--- config.mk ---
export PLATFORM = sky130hd
export DESIGN_NAME = gcd_bus_frontend
export DESIGN_NICKNAME = d
export VERILOG_FILES = /design/src/rtl/gpio_gcd_pkg.sv /design/src/rtl/gcd_bus_frontend_strobe_sync.sv /design/src/rtl/gcd_bus_frontend.sv
export SDC_FILE = /design/constraint.sdc
export NUM_CORES = 1
export LEC_CHECK = 0
export BUFFER_PORTS_ARGS = -buffer_cell sky130_fd_sc_hd__clkbuf_2
export CAP_MARGIN = 20
export CELL_PAD_IN_SITES_DETAIL_PLACEMENT = 0
export CELL_PAD_IN_SITES_GLOBAL_PLACEMENT = 2
export CORE_MARGIN = 3
export CORE_UTILIZATION = 30
export DETAILED_ROUTE_END_ITERATION = 10
export PLACE_DENSITY = 0.58
export SYNTH_ARGS = -nofsm -noshare
export SYNTH_HDL_FRONTEND = slang
export SYNTH_HIERARCHICAL = 1
export SYNTH_SLANG_ARGS = --single-unit
--- constraint.sdc ---
create_clock -name clk -period 15.2 [get_ports clk]
set_input_delay 1.52 -clock clk [delete_from_list [all_inputs] [get_ports clk]]
set_output_delay 1.52 -clock clk [all_outputs]
set_load 0.005 [all_outputs]
--- src/rtl/gpio_gcd_pkg.sv ---
// Shared definitions for the GCD register front-end: register map,
// status bit positions and the launch FSM state encoding.
package gpio_gcd_pkg;

  localparam logic [15:0] ADDR_A1 = 16'h00F8;
  localparam logic [15:0] ADDR_A2 = 16'h00FC;
  localparam logic [15:0] ADDR_W  = 16'h0100;
  localparam logic [15:0] ADDR_S  = 16'h0104;

  localparam int S_RDY     = 0;
  localparam int S_FULL    = 1;
  localparam int S_OVF     = 2;
  localparam int S_BUSY    = 3;
  localparam int S_OVW     = 4;
  localparam int S_CNT_LSB = 8;

  typedef enum logic [1:0] {
    IDLE = 2'd0,
    REQ  = 2'd1,
    WAIT = 2'd2
  } fsm_state_e;

endpackage

--- src/rtl/gcd_bus_frontend_strobe_sync.sv ---
// Brings an asynchronous bus strobe into the clk domain and turns its
// rising edge into a single-cycle event pulse.
module strobe_sync #(
  parameter int STAGES = 2
) (
  input  logic clk,
  input  logic rst,
  input  logic strobe,
  output logic pulse
);

  logic [STAGES-1:0] sync_q, sync_d;
  logic              prev_q, prev_d;
  logic              pulse_q, pulse_d;

  always_comb begin
    sync_d  = {sync_q[STAGES-2:0], strobe};
    prev_d  = sync_q[STAGES-1];
    pulse_d = sync_q[STAGES-1] & ~prev_q;
  end

  always_ff @(posedge clk or posedge rst) begin
    if (rst) begin
      sync_q  <= '0;
      prev_q  <= 1'b0;
      pulse_q <= 1'b0;
    end else begin
      sync_q  <= sync_d;
      prev_q  <= prev_d;
      pulse_q <= pulse_d;
    end
  end

  assign pulse = pulse_q;

endmodule

--- src/rtl/gcd_bus_frontend.sv ---
// Bus register front-end for the GCD engine: decodes A1/A2/W/S, queues
// operand pairs, launches them over valid/ready and captures results.
module gcd_bus_frontend
  import gpio_gcd_pkg::*;
#(
  parameter int QDEPTH      = 4,
  parameter int SYNC_STAGES = 2
) (
  input  logic        clk,
  input  logic        reset,
  input  logic [15:0] saddress,
  input  logic        srd,
  input  logic        swr,
  input  logic [31:0] sdata_in,
  output logic [31:0] sdata_out,
  output logic        gcd_req_valid,
  input  logic        gcd_req_ready,
  output logic [31:0] gcd_a,
  output logic [31:0] gcd_b,
  input  logic        gcd_res_valid,
  input  logic [31:0] gcd_res
);

  localparam int AW = $clog2(QDEPTH);
  localparam int PW = AW + 1;

  // Reset asserts asynchronously but releases on a clock edge.
  logic [1:0] rst_sync_q, rst_sync_d;
  logic       rst;

  always_comb rst_sync_d = {rst_sync_q[0], 1'b0};

  always_ff @(posedge clk or posedge reset) begin
    if (reset) rst_sync_q <= 2'b11;
    else       rst_sync_q <= rst_sync_d;
  end

  assign rst = rst_sync_q[1];

  logic rd_ev, wr_ev;

  strobe_sync #(.STAGES(SYNC_STAGES)) u_sync_rd (
    .clk(clk), .rst(rst), .strobe(srd), .pulse(rd_ev)
  );

  strobe_sync #(.STAGES(SYNC_STAGES)) u_sync_wr (
    .clk(clk), .rst(rst), .strobe(swr), .pulse(wr_ev)
  );

  logic [31:0] a1_q, a1_d, a2_q, a2_d, w_q, w_d;
  logic [31:0] rdata_q, rdata_d;
  logic        rdy_q, rdy_d, ovf_q, ovf_d, ovw_q, ovw_d;
  logic [31:0] qa_q [QDEPTH];
  logic [31:0] qb_q [QDEPTH];
  logic [31:0] qa_d [QDEPTH];
  logic [31:0] qb_d [QDEPTH];
  logic [PW-1:0] wr_ptr_q, wr_ptr_d, rd_ptr_q, rd_ptr_d;
  fsm_state_e  state_q, state_d;
  logic        req_valid_q, req_valid_d;
  logic [31:0] ga_q, ga_d, gb_q, gb_d;

  logic [PW-1:0] count;
  logic          empty, full, busy;
  logic          pop, push_req, push_ok, drop, w_upd;
  logic          rd_w, rd_s;
  logic [31:0]   pop_a, pop_b, s_now;

  always_comb begin
    count    = wr_ptr_q - rd_ptr_q;
    empty    = (count == '0);
    full     = (count == PW'(QDEPTH));
    busy     = (state_q != IDLE) || !empty;
    pop_a    = qa_q[rd_ptr_q[AW-1:0]];
    pop_b    = qb_q[rd_ptr_q[AW-1:0]];
    pop      = (state_q == IDLE) && !empty;
    push_req = wr_ev && (saddress == ADDR_A2);
    // A pop in the same cycle frees a slot, so a full queue still accepts.
    push_ok  = push_req && (!full || pop);
    drop     = push_req && !push_ok;
    rd_w     = rd_ev && (saddress == ADDR_W);
    rd_s     = rd_ev && (saddress == ADDR_S);

    a1_d = a1_q;
    a2_d = a2_q;
    if (wr_ev && saddress == ADDR_A1) a1_d = sdata_in;
    if (push_req)                     a2_d = sdata_in;

    qa_d = qa_q;
    qb_d = qb_q;
    if (push_ok) begin
      qa_d[wr_ptr_q[AW-1:0]] = a1_q;
      qb_d[wr_ptr_q[AW-1:0]] = sdata_in;
    end
    wr_ptr_d = wr_ptr_q + PW'(push_ok);
    rd_ptr_d = rd_ptr_q + PW'(pop);

    state_d     = state_q;
    req_valid_d = req_valid_q;
    ga_d        = ga_q;
    gb_d        = gb_q;
    w_d         = w_q;
    w_upd       = 1'b0;
    case (state_q)
      IDLE: begin
        if (pop) begin
          if (pop_a == '0 || pop_b == '0) begin
            w_d   = pop_a | pop_b;
            w_upd = 1'b1;
          end else begin
            ga_d        = pop_a;
            gb_d        = pop_b;
            req_valid_d = 1'b1;
            state_d     = REQ;
          end
        end
      end
      REQ: begin
        if (gcd_req_ready) begin
          req_valid_d = 1'b0;
          state_d     = WAIT;
        end
      end
      WAIT: begin
        if (gcd_res_valid) begin
          w_d     = gcd_res;
          w_upd   = 1'b1;
          state_d = IDLE;
        end
      end
      default: begin
        req_valid_d = 1'b0;
        state_d     = IDLE;
      end
    endcase

    // A new result wins over a concurrent W read so it is never lost.
    rdy_d = rdy_q;
    if (rd_w)  rdy_d = 1'b0;
    if (w_upd) rdy_d = 1'b1;
    ovw_d = ovw_q | (w_upd & rdy_q & ~rd_w);
    ovf_d = ovf_q;
    if (rd_s) ovf_d = 1'b0;
    if (drop) ovf_d = 1'b1;

    s_now                   = '0;
    s_now[S_RDY]            = rdy_q;
    s_now[S_FULL]           = full;
    s_now[S_OVF]            = ovf_q;
    s_now[S_BUSY]           = busy;
    s_now[S_OVW]            = ovw_q;
    s_now[S_CNT_LSB +: 8]   = 8'(count);

    rdata_d = rdata_q;
    if (rd_ev) begin
      case (saddress)
        ADDR_A1: rdata_d = a1_d;
        ADDR_A2: rdata_d = a2_d;
        ADDR_W:  rdata_d = w_q;
        ADDR_S:  rdata_d = s_now;
        default: rdata_d = '0;
      endcase
    end
  end

  always_ff @(posedge clk or posedge rst) begin
    if (rst) begin
      a1_q        <= '0;
      a2_q        <= '0;
      w_q         <= '0;
      rdata_q     <= '0;
      rdy_q       <= 1'b0;
      ovf_q       <= 1'b0;
      ovw_q       <= 1'b0;
      wr_ptr_q    <= '0;
      rd_ptr_q    <= '0;
      state_q     <= IDLE;
      req_valid_q <= 1'b0;
      ga_q        <= '0;
      gb_q        <= '0;
      for (int i = 0; i < QDEPTH; i++) begin
        qa_q[i] <= '0;
        qb_q[i] <= '0;
      end
    end else begin
      a1_q        <= a1_d;
      a2_q        <= a2_d;
      w_q         <= w_d;
      rdata_q     <= rdata_d;
      rdy_q       <= rdy_d;
      ovf_q       <= ovf_d;
      ovw_q       <= ovw_d;
      wr_ptr_q    <= wr_ptr_d;
      rd_ptr_q    <= rd_ptr_d;
      state_q     <= state_d;
      req_valid_q <= req_valid_d;
      ga_q        <= ga_d;
      gb_q        <= gb_d;
      qa_q        <= qa_d;
      qb_q        <= qb_d;
    end
  end

  assign sdata_out     = rdata_q;
  assign gcd_req_valid = req_valid_q;
  assign gcd_a         = ga_q;
  assign gcd_b         = gb_q;

endmodule
* Word level (Yosys, flattened, before mapping)
Cells that the tools add are included.
** Cells by class
- Add/subtract/negate cells :: 3
- Magnitude comparators :: 3
- Equality and inequality tests :: 12
- Multiplexer cells :: 34
- Bitwise operators :: 13
- Reduce and logical (&&, ||, !) cells :: 26
** Operators with widths (count)
- 32-bit two-way mux :: 10
- 128-bit bitwise mux :: 2
- 32-bit binary-select mux with 2-bit select :: 2
- 32-bit case mux with 4 select lines :: 1
- 32-bit demux with 2-bit select :: 1
- 32-bit logical NOT :: 2
- 32-bit case mux with 2 select lines :: 1
- 16-bit by 8-bit equality test with 1-bit output (second input constant) :: 2
- 16-bit by 9-bit equality test with 1-bit output (second input constant) :: 2
- 32-bit OR :: 1
- 4-bit AND reduction :: 3
- 1-bit two-way mux :: 10
- 1-bit logical AND :: 8
- 2-bit two-way mux :: 4
- 2-bit inequality test (second input constant) :: 4
- 2-bit nonzero test :: 4
- 3-bit by 1-bit adder with 3-bit output :: 2
- 3-bit greater-or-equal comparator (second input constant) :: 2
- 2-bit NOT with 3-bit output :: 2
- 2-bit case mux with 3 select lines :: 1
- 1-bit NOT :: 5
- 1-bit bitwise AND :: 4
- 3-bit equality test (second input constant) :: 1
- 1-bit logical NOT :: 3
- other kinds (12) :: 14
** Word-level totals
- Register bits after elaboration :: 470
- Bits of input ports :: 86
- Output and inout bits :: 97
- Logic and storage cells :: 119

* Longest topological paths before layout
Gate-level depths: netlist of the first run.
- Depth after elaboration :: 12
- Depth in mapped cells :: 10
- Depth with buffers taken out :: 10

* Hierarchy
Netlist of the first run, hierarchy kept.
** Modules (own cells, without submodules)
- gcd_bus_frontend :: instances 1, cells each 1333, area an instance 20010.4 um^2, seq. area each 11563.6 um^2
- strobe_sync :: instances 2, cells each 6, area an instance 117.6 um^2, seq. area each 100.1 um^2

* Least setup slack after synthesis of the first run
OpenSTA, ideal clock, no wires.
- Path kind :: input-to-reg
- Start :: in saddress[14]
- End :: reg qb_q[65] (netlist bit)
- Setup time :: 0.125 ns
- Data arrival time :: 3.760 ns
- Data required time :: 15.075 ns
- Setup slack :: 11.315 ns
- Stages :: 6
- Buffers on the path :: 1
- Cell sequence :: or4_4 > nor4_4 > nand4_4 > nor4_4 > buf_6 > mux2_2
** Between the ends
- Cells in the longest elaborated chain, start to end :: 3
** RTL lines
- start, declared :: RTL line gcd_bus_frontend.sv:11 : input logic [15:0] saddress,
- 16-bit by 8-bit equality test with 1-bit output :: RTL line gcd_bus_frontend.sv:76 : push_req = wr_ev && (saddress == ADDR_A2);
- 1-bit logical AND :: RTL line gcd_bus_frontend.sv:76
- 1-bit logical AND :: RTL line gcd_bus_frontend.sv:78 : push_ok = push_req && (!full || pop);
- end signal, assigned :: RTL line gcd_bus_frontend.sv:199 : qb_q <= qb_d;
- end, declared :: RTL line gcd_bus_frontend.sv:54 : logic [31:0] qb_q [QDEPTH];
No other way between the ends.
A chain may end at the register's enable or synchronous reset.

* Worst setup path after layout of the first run
- Start :: in saddress[14]
- End :: reg qb_q[54] (netlist bit)
Same word-level chain as after synthesis.

==> results.yml, run 1 <==
critical_path:
  worst_ep_required_time_ns: 15.66
  cpMostUsedCell: "sky130_fd_sc_hd__buf_4"
  setup.worst_path.class: "input port to register"
  critical_path.endpoint_type: "register"
  worst_setup_path_startpoint: "saddress[14]"
  crit_path_start_kind: "input port"
  cpPeakStageDelay_ns: 0.75
  crit_path_cell_trace: "clkbuf_2 -> or4_4 -> nor4_4 -> nand4_4 -> buf_4 -> nor4b_2 -> buf_4 -> mux2_2"
  cp_max_fo: 48
  crit-reg2reg-launch: "rd_ptr_q[0]"
  worst-endpoint-arrival_ns: 5.31
  library_cell_contributing_the_largest_single_delay_on_the_critical_path: "sky130_fd_sc_hd__buf_4"
yosys:
  mean_area_per_synthesized_cell_um2: 15.1
  netlist-cell-type-count: 51
  ys_ff_latch: 470
  share_of_async_settable_or_async_resettable_flops_after_synthesis_pct: 100
  synth_top_cell_area_share_pct: 57.8
  netlist_top_cells_area: "sky130_fd_sc_hd__dfrtp_1 58%, sky130_fd_sc_hd__mux2_2 16%, sky130_fd_sc_hd__mux4_2 7.1%"
  synthesis.instances: 1345
  ys_seq_area_share_pct: 58.1
  synth-edff-count: 0
  postSynthNetCount: 1437
  synth_top_flop_cell: "sky130_fd_sc_hd__dfrtp_1"
  syn-cell-area_mm2: 0.0202
  yosys_warnings: 6
  synth.largest_area_cell: "sky130_fd_sc_hd__dfrtp_1"
power:
  power_per_cell_area_mw_per_mm2: 119
  power.leakage_nw: 11.9
  ir_drop_uv: 80.8
sta:
  finalSetupViolations: 0
  final_hold_violation_count: 0
  maxClockFrequency_ghz: 0.206
  timing_max_transition_violations_final: 0
  grt_setup_unrepaired: "no"
  fin_crit_ns: 4.85
  hold_slack_ns: 0.186
  max_slew_margin_pct: 27.6
  final.period_utilization_pct: 31.9
  worst_clock_skew_ns: 0.0224
  timing.setup.tns_ns: 0
  worst_pin_slew_ns: 1.09
grt:
  first_global_vias: 13200
  grt_util_met1_pct: 24.3
  grt_use_met2_pct: 27.4
  grt.met3_usage_pct: 2.38
  grt_max_degree: 123
  grt_antenna_before_repair: 2
  grt_first_pass_wirelength_um: 89400
  busiest_layer: "met2"
  global_route.overflow_total: 0
  groute.usage.overall_pct: 17.0
hold_path:
  worst_hold_path_type: "register to asynchronous set/reset pin"
placement:
  detailedPlacementHpwl_um: 37600
  place_inst: 2341
  placer_s_final_routability_congestion_estimate: 0.694
  buffer_ports.inserted: 182
floorplanning:
  die_height_um: 266
  num_rows: 94
  initial_cell_density_of_the_core_pct: 30.5
  core_area_mm2: 0.0663
  io-pin-count: 183
  die_area_mm2: 0.0706
  die_w_um: 266
route:
  wire_per_inst_um: 24.3
  first_pass_iters: 5
  drt_first_iter_violations: 707
  drt.antenna.violating_nets: 0
  routed_wl_um: 59400
  remaining_drc_errors: 0
  route.vias.total: 12200
  route.detailed.vias_per_inst: 4.98
final_layout:
  share_of_final_layout_standard_cells_stronger_than_drive_strength_1_pct: 42.4
  layout.cells.non_filler: 2441
  layout.cells.most_common: "sky130_fd_sc_hd__dfrtp_1"
  layout_area_overhead_pct: 17.3
  finalNetCount: 1626
  final_cell_mix: "466 x sky130_fd_sc_hd__dfrtp_1, 294 x sky130_fd_sc_hd__mux2_2, 182 x sky130_fd_sc_hd__clkbuf_2, 122 x sky130_fd_sc_hd__mux2_1, 73 x sky130_fd_sc_hd__nand2_1"
clocking:
  cts_num_sinks: 470
  clockBufferDepth: 3
  insertion_delay_ns: 0.59
  clk_transition_reported_paths_ns: 0.05
  post-cts-setup-buffers: 0
  numCtsBuffers: 54
  clock_tree.htree_level_count: 2
  tritoncts: "yes"
  ctsRootBufferMaster: "sky130_fd_sc_hd__clkbuf_16"
  cts_hold_buffers: 0
  cts.repair.resized: 0
status:
  outcome: "finished clean"
run:
  max_cap_viol_count: 0
metal layers:
metal,share of wire (%),up-vias
met4,1.5,0
met3,3.7,66
li1,-,5346
met1,48,6530
met2,47,224
met5,0,-
per-stage QoR:
stage	util, %	total power, W	area (um2)	worst slack (ns)
after global routing	35.8	0.00296	23700	10.20
after detailed placement	33.2	0.00162	22000	9.79
final	35.8	0.00284	23700	10.35
after CTS	35.8	0.00289	23700	10.41
after floorplan	-	0.00150	20200	2.04
after global placement	33.2	0.00161	22000	9.88
cell families (layout without fill, tap and decap cells):
family,Yosys count,in the layout,share of synthesized area [%]
xor+xnor,3,3,0.204
flops,470,470,58.1
compound gates,127,127,3.82
mux,487,487,30.6
simple gates,152,152,4.11
buf+inv,99,328,2.73
other cells,1,4,0.0185
fa+ha+maj,6,6,0.408
worst max-delay path, delay by kind of cell:
kind	cells	cell delay (ns)
simple gates	4	2.03
buf+inv	3	1.30
mux	1	0.42
cell type report:
| class | count | area [um2] |
|---|---|---|
| Clock buffer | 86 | 1630 |
| Timing Repair Buffer | 211 | 1140 |
| Multi-Input combinational cell | 776 | 7970 |
| Antenna cell | 3 | 7.51 |
| Tap cell | 864 | 1080 |
| Clock inverter | 10 | 75.1 |
| Inverter | 21 | 86.3 |
| Fill cell | 6540 | 42600 |
| Sequential cell | 470 | 11800 |
Yosys cell counts (all sizes together), types with 7 or more instances:
cell,number
dfrtp,468
mux2,416
nand2,73
mux4,64
o21ai,54
buf,49
clkbuf,29
a21oi,23
nor2b,23
inv,21
nor4,20
a22oi,16
o22ai,15
nor2,13
a222oi,9
mux2i,7
power by group:
group / total (W) / internal (W) / switching (W)
clock: 0.00126 / 0.000743 / 0.000513
sequential: 0.00131 / 0.00126 / 0.0000525
combinational: 0.000271 / 0.000113 / 0.000158
total: 0.00284 / 0.00211 / 0.000723
final timing paths:
kind | endpoint | slack (ns) | cells after the start
max in group asynchronous | rd_ptr_q[0] | 12.45 | 3
setup / recovery | qb_q[54] | 10.35 | 8
min in group clk | u_sync_rd/sync_q[1] | 0.35 | 0
hold reg to reg | u_sync_rd/sync_q[1] | 0.19 | 1
hold / removal | u_sync_rd/sync_q[1] | 0.19 | 1
setup reg to reg | gcd_b[5] | 10.57 | 8
sequential cells by signal, summed over array words and instances, names as in the netlist, 3 cells and up:
register and cells:
gcd_b 32, w_q 32, rd_ptr_q 3, a1_q 32
qa_q 128, sdata_out 32, wr_ptr_q 3, a2_q 32
gcd_a 32, qb_q 128
No activity file was read; power rests on OpenSTA's default activity.
==> inputs of run 2 (changes only) <==
--- a/config.mk
+++ b/config.mk
@@ -12,7 +12,7 @@
 export CORE_MARGIN = 3
 export CORE_UTILIZATION = 30
 export DETAILED_ROUTE_END_ITERATION = 10
-export PLACE_DENSITY = 0.58
+export PLACE_DENSITY = 0.6
 export SYNTH_ARGS = -nofsm -noshare
 export SYNTH_HDL_FRONTEND = slang
 export SYNTH_HIERARCHICAL = 1
==> constraint.sdc (replaced) <==
create_clock -name clk -period 4.3 [get_ports clk]
set_input_delay 0.43 -clock clk [delete_from_list [all_inputs] [get_ports clk]]
set_output_delay 0.43 -clock clk [all_outputs]
set_load 0.005 [all_outputs]
==> run 2 against run 1 <==
  * Register-to-register slack worse by 10 ns
  * Non-clock buffer count up 17
  * Sequential power rose to 3.5 times the previous value
  * Cell count up 0.57%
  * Global-route usage up 0.22 points
  * Routed wire length up 2.1%
  * Utilization up 0.69 points
  * Final area up 1.9%
  * First-iteration DRC count up 3.7%
  * Critical path type is now register to register
  * Largest cell class unchanged
  * Largest power group is now the clock network
==> results.yml, run 2 (synthesis results as in run 1) <==
final_layout:
  layout.cells.non_filler: 2455
  final_area_mm2: 0.0242
  final_cell_mix: "466 x sky130_fd_sc_hd__dfrtp_1, 294 x sky130_fd_sc_hd__mux2_2, 182 x sky130_fd_sc_hd__clkbuf_2, 122 x sky130_fd_sc_hd__mux2_1, 73 x sky130_fd_sc_hd__nand2_1"
  num-fill-cells: 6492
  finalNetCount: 1642
  layout_area_overhead_pct: 19.6
  final_core_util_pct: 36.5
  multiInputGateArea_mm2: 0.00796
  layout.cells.most_common: "sky130_fd_sc_hd__dfrtp_1"
  share_of_final_layout_standard_cells_stronger_than_drive_strength_1_pct: 43.4
  area.sequential_mm2: 0.0118
  insertedDiodeCount: 0
  top_regs: "qa_q x128, qb_q x128"
sta:
  worst_clock_skew_ns: 0.0203
  final.period_utilization_pct: 86.1
  finalSetupViolations: 0
  crit_path_setup_slack_layout_ns: 0.599
  max_slew_margin_pct: 35.8
  grt_setup_unrepaired: "no"
  hold_slack_ns: 0.143
  maxClockFrequency_ghz: 0.270
  final_hold_violation_count: 0
  timing_max_transition_violations_final: 0
  fin_crit_ns: 3.70
  worst_pin_slew_ns: 0.964
power:
  p_switching_w: 0.00262
  share_seq_of_total_power_pct: 43.1
  power_per_cell_area_mw_per_mm2: 433
  power.leakage_nw: 12.2
  internal-power_w: 0.00787
  comb_power_share_pct: 10.8
  clock_share_of_power_pct: 46.1
  netSwitchingFraction_pct: 24.9
  ir_drop_uv: 351
floorplanning:
  die_height_um: 266
  core_area_mm2: 0.0663
  num_rows: 94
  die_w_um: 266
  die_area_mm2: 0.0706
  initial_cell_density_of_the_core_pct: 30.5
  io-pin-count: 183
clocking:
  clk_transition_reported_paths_ns: 0.06
  cts_num_sinks: 470
  post-cts-setup-buffers: 0
  insertion_delay_ns: 0.60
  clock_tree.htree_level_count: 2
  ctsRootBufferMaster: "sky130_fd_sc_hd__clkbuf_16"
  clockBufferDepth: 3
  tritoncts: "yes"
  numCtsBuffers: 53
grt:
  grt_first_pass_wirelength_um: 90600
  grt_max_degree: 157
  groute.usage.overall_pct: 17.2
  first_global_vias: 13300
  global_route.overflow_total: 0
  grt_antenna_before_repair: 2
placement:
  place_inst: 2356
  pre_cts_ws_ns: 0.519
  buffer_ports.inserted: 182
  total_placed_instance_area_mm2: 0.0223
  placer_s_final_routability_congestion_estimate: 0.725
  detailedPlacementHpwl_um: 39000
critical_path:
  cp_max_fo: 38
  crit_path_start_kind: "register"
  critical_path.endpoint_type: "register"
  worst-endpoint-arrival_ns: 4.17
  timing.reg2reg.setup_slack_ns: 0.60
  setup.worst_path.class: "register to register"
  worst_ep_required_time_ns: 4.77
route:
  first_pass_iters: 5
  drt_first_iter_violations: 733
  route.detailed.vias_per_inst: 5.01
  drt.antenna.violating_nets: 0
  routed_wl_um: 60600
  remaining_drc_errors: 0
  wire_per_inst_um: 24.7
  route.vias.total: 12300
status:
  outcome: "finished clean"
run:
  max_cap_viol_count: 0
hold_path:
  worst_hold_path_type: "input port to register"
run 2: worst max-delay path, stage by stage (launching register included):
cell and delay [ns]:
sky130_fd_sc_hd__dfrtp_4 0.56, sky130_fd_sc_hd__buf_12 0.35, sky130_fd_sc_hd__mux4_2 0.64, sky130_fd_sc_hd__nor4_1 0.62, sky130_fd_sc_hd__nand4_1 0.25, sky130_fd_sc_hd__o22ai_1 0.30, sky130_fd_sc_hd__nor4_2 0.11, sky130_fd_sc_hd__buf_4 0.28
sky130_fd_sc_hd__mux2_1 0.38
run 2: metrics by stage:
step | TNS (ns) | power [W]
after CTS | 0 | 0.0107
after floorplan | -1074.89 | 0.00532
after global placement | 0 | 0.00577
after global routing | 0 | 0.0109
final | 0 | 0.0105
after detailed placement | 0 | 0.00578
run 2: power groups by stage:
stage	Clock, W	Combinational (W)	Sequential, W
2_1_floorplan	0	0.000776	0.00454
3_3_place_gp	0	0.00116	0.00460
3_5_place_dp	0	0.00117	0.00460
4_1_cts	0.00497	0.00117	0.00453
5_1_grt	0.00516	0.00123	0.00453
6_report	0.00483	0.00114	0.00452
run 2: area by class of cell:
| class | count | area share, % |
|---|---|---|
| clock inverter | 18 | 1.11 |
| timing repair buffer | 228 | 6.00 |
| inverter | 21 | 0.341 |
| clock buffer | 78 | 6.58 |
| multi-input combinational | 776 | 32.9 |
| tap | 864 | 4.47 |
| sequential | 470 | 48.6 |
run 2: final timing paths:
kind | startpoint | depth (start not counted) | to
worst max-delay path | rd_ptr_q[0] | 8 | gcd_b[4]
worst min-delay path | sdata_in[22] | 2 | qb_q[118]
worst max register to register | rd_ptr_q[0] | 8 | gcd_b[4]
worst min register to register | rst_sync_q[1] | 1 | u_sync_wr/prev_q
max in group asynchronous | rst_sync_q[1] | 2 | qb_q[24]
min in group asynchronous | rst_sync_q[1] | 1 | u_sync_wr/prev_q
run 2: routing by layer:
layer	GRT usage [%]	wire, um	vias to the layer above
met5	0	0	-
met4	5.04	1470	0
met3	2.47	2140	87
met2	27.7	28300	236
met1	24.2	28700	6605
li1	-	-	5372
run 2: repair_timing:
action	in CTS	in global routing
hold buffers	3	0
endpoints found under the hold margin	4	0
resized for setup	0	0
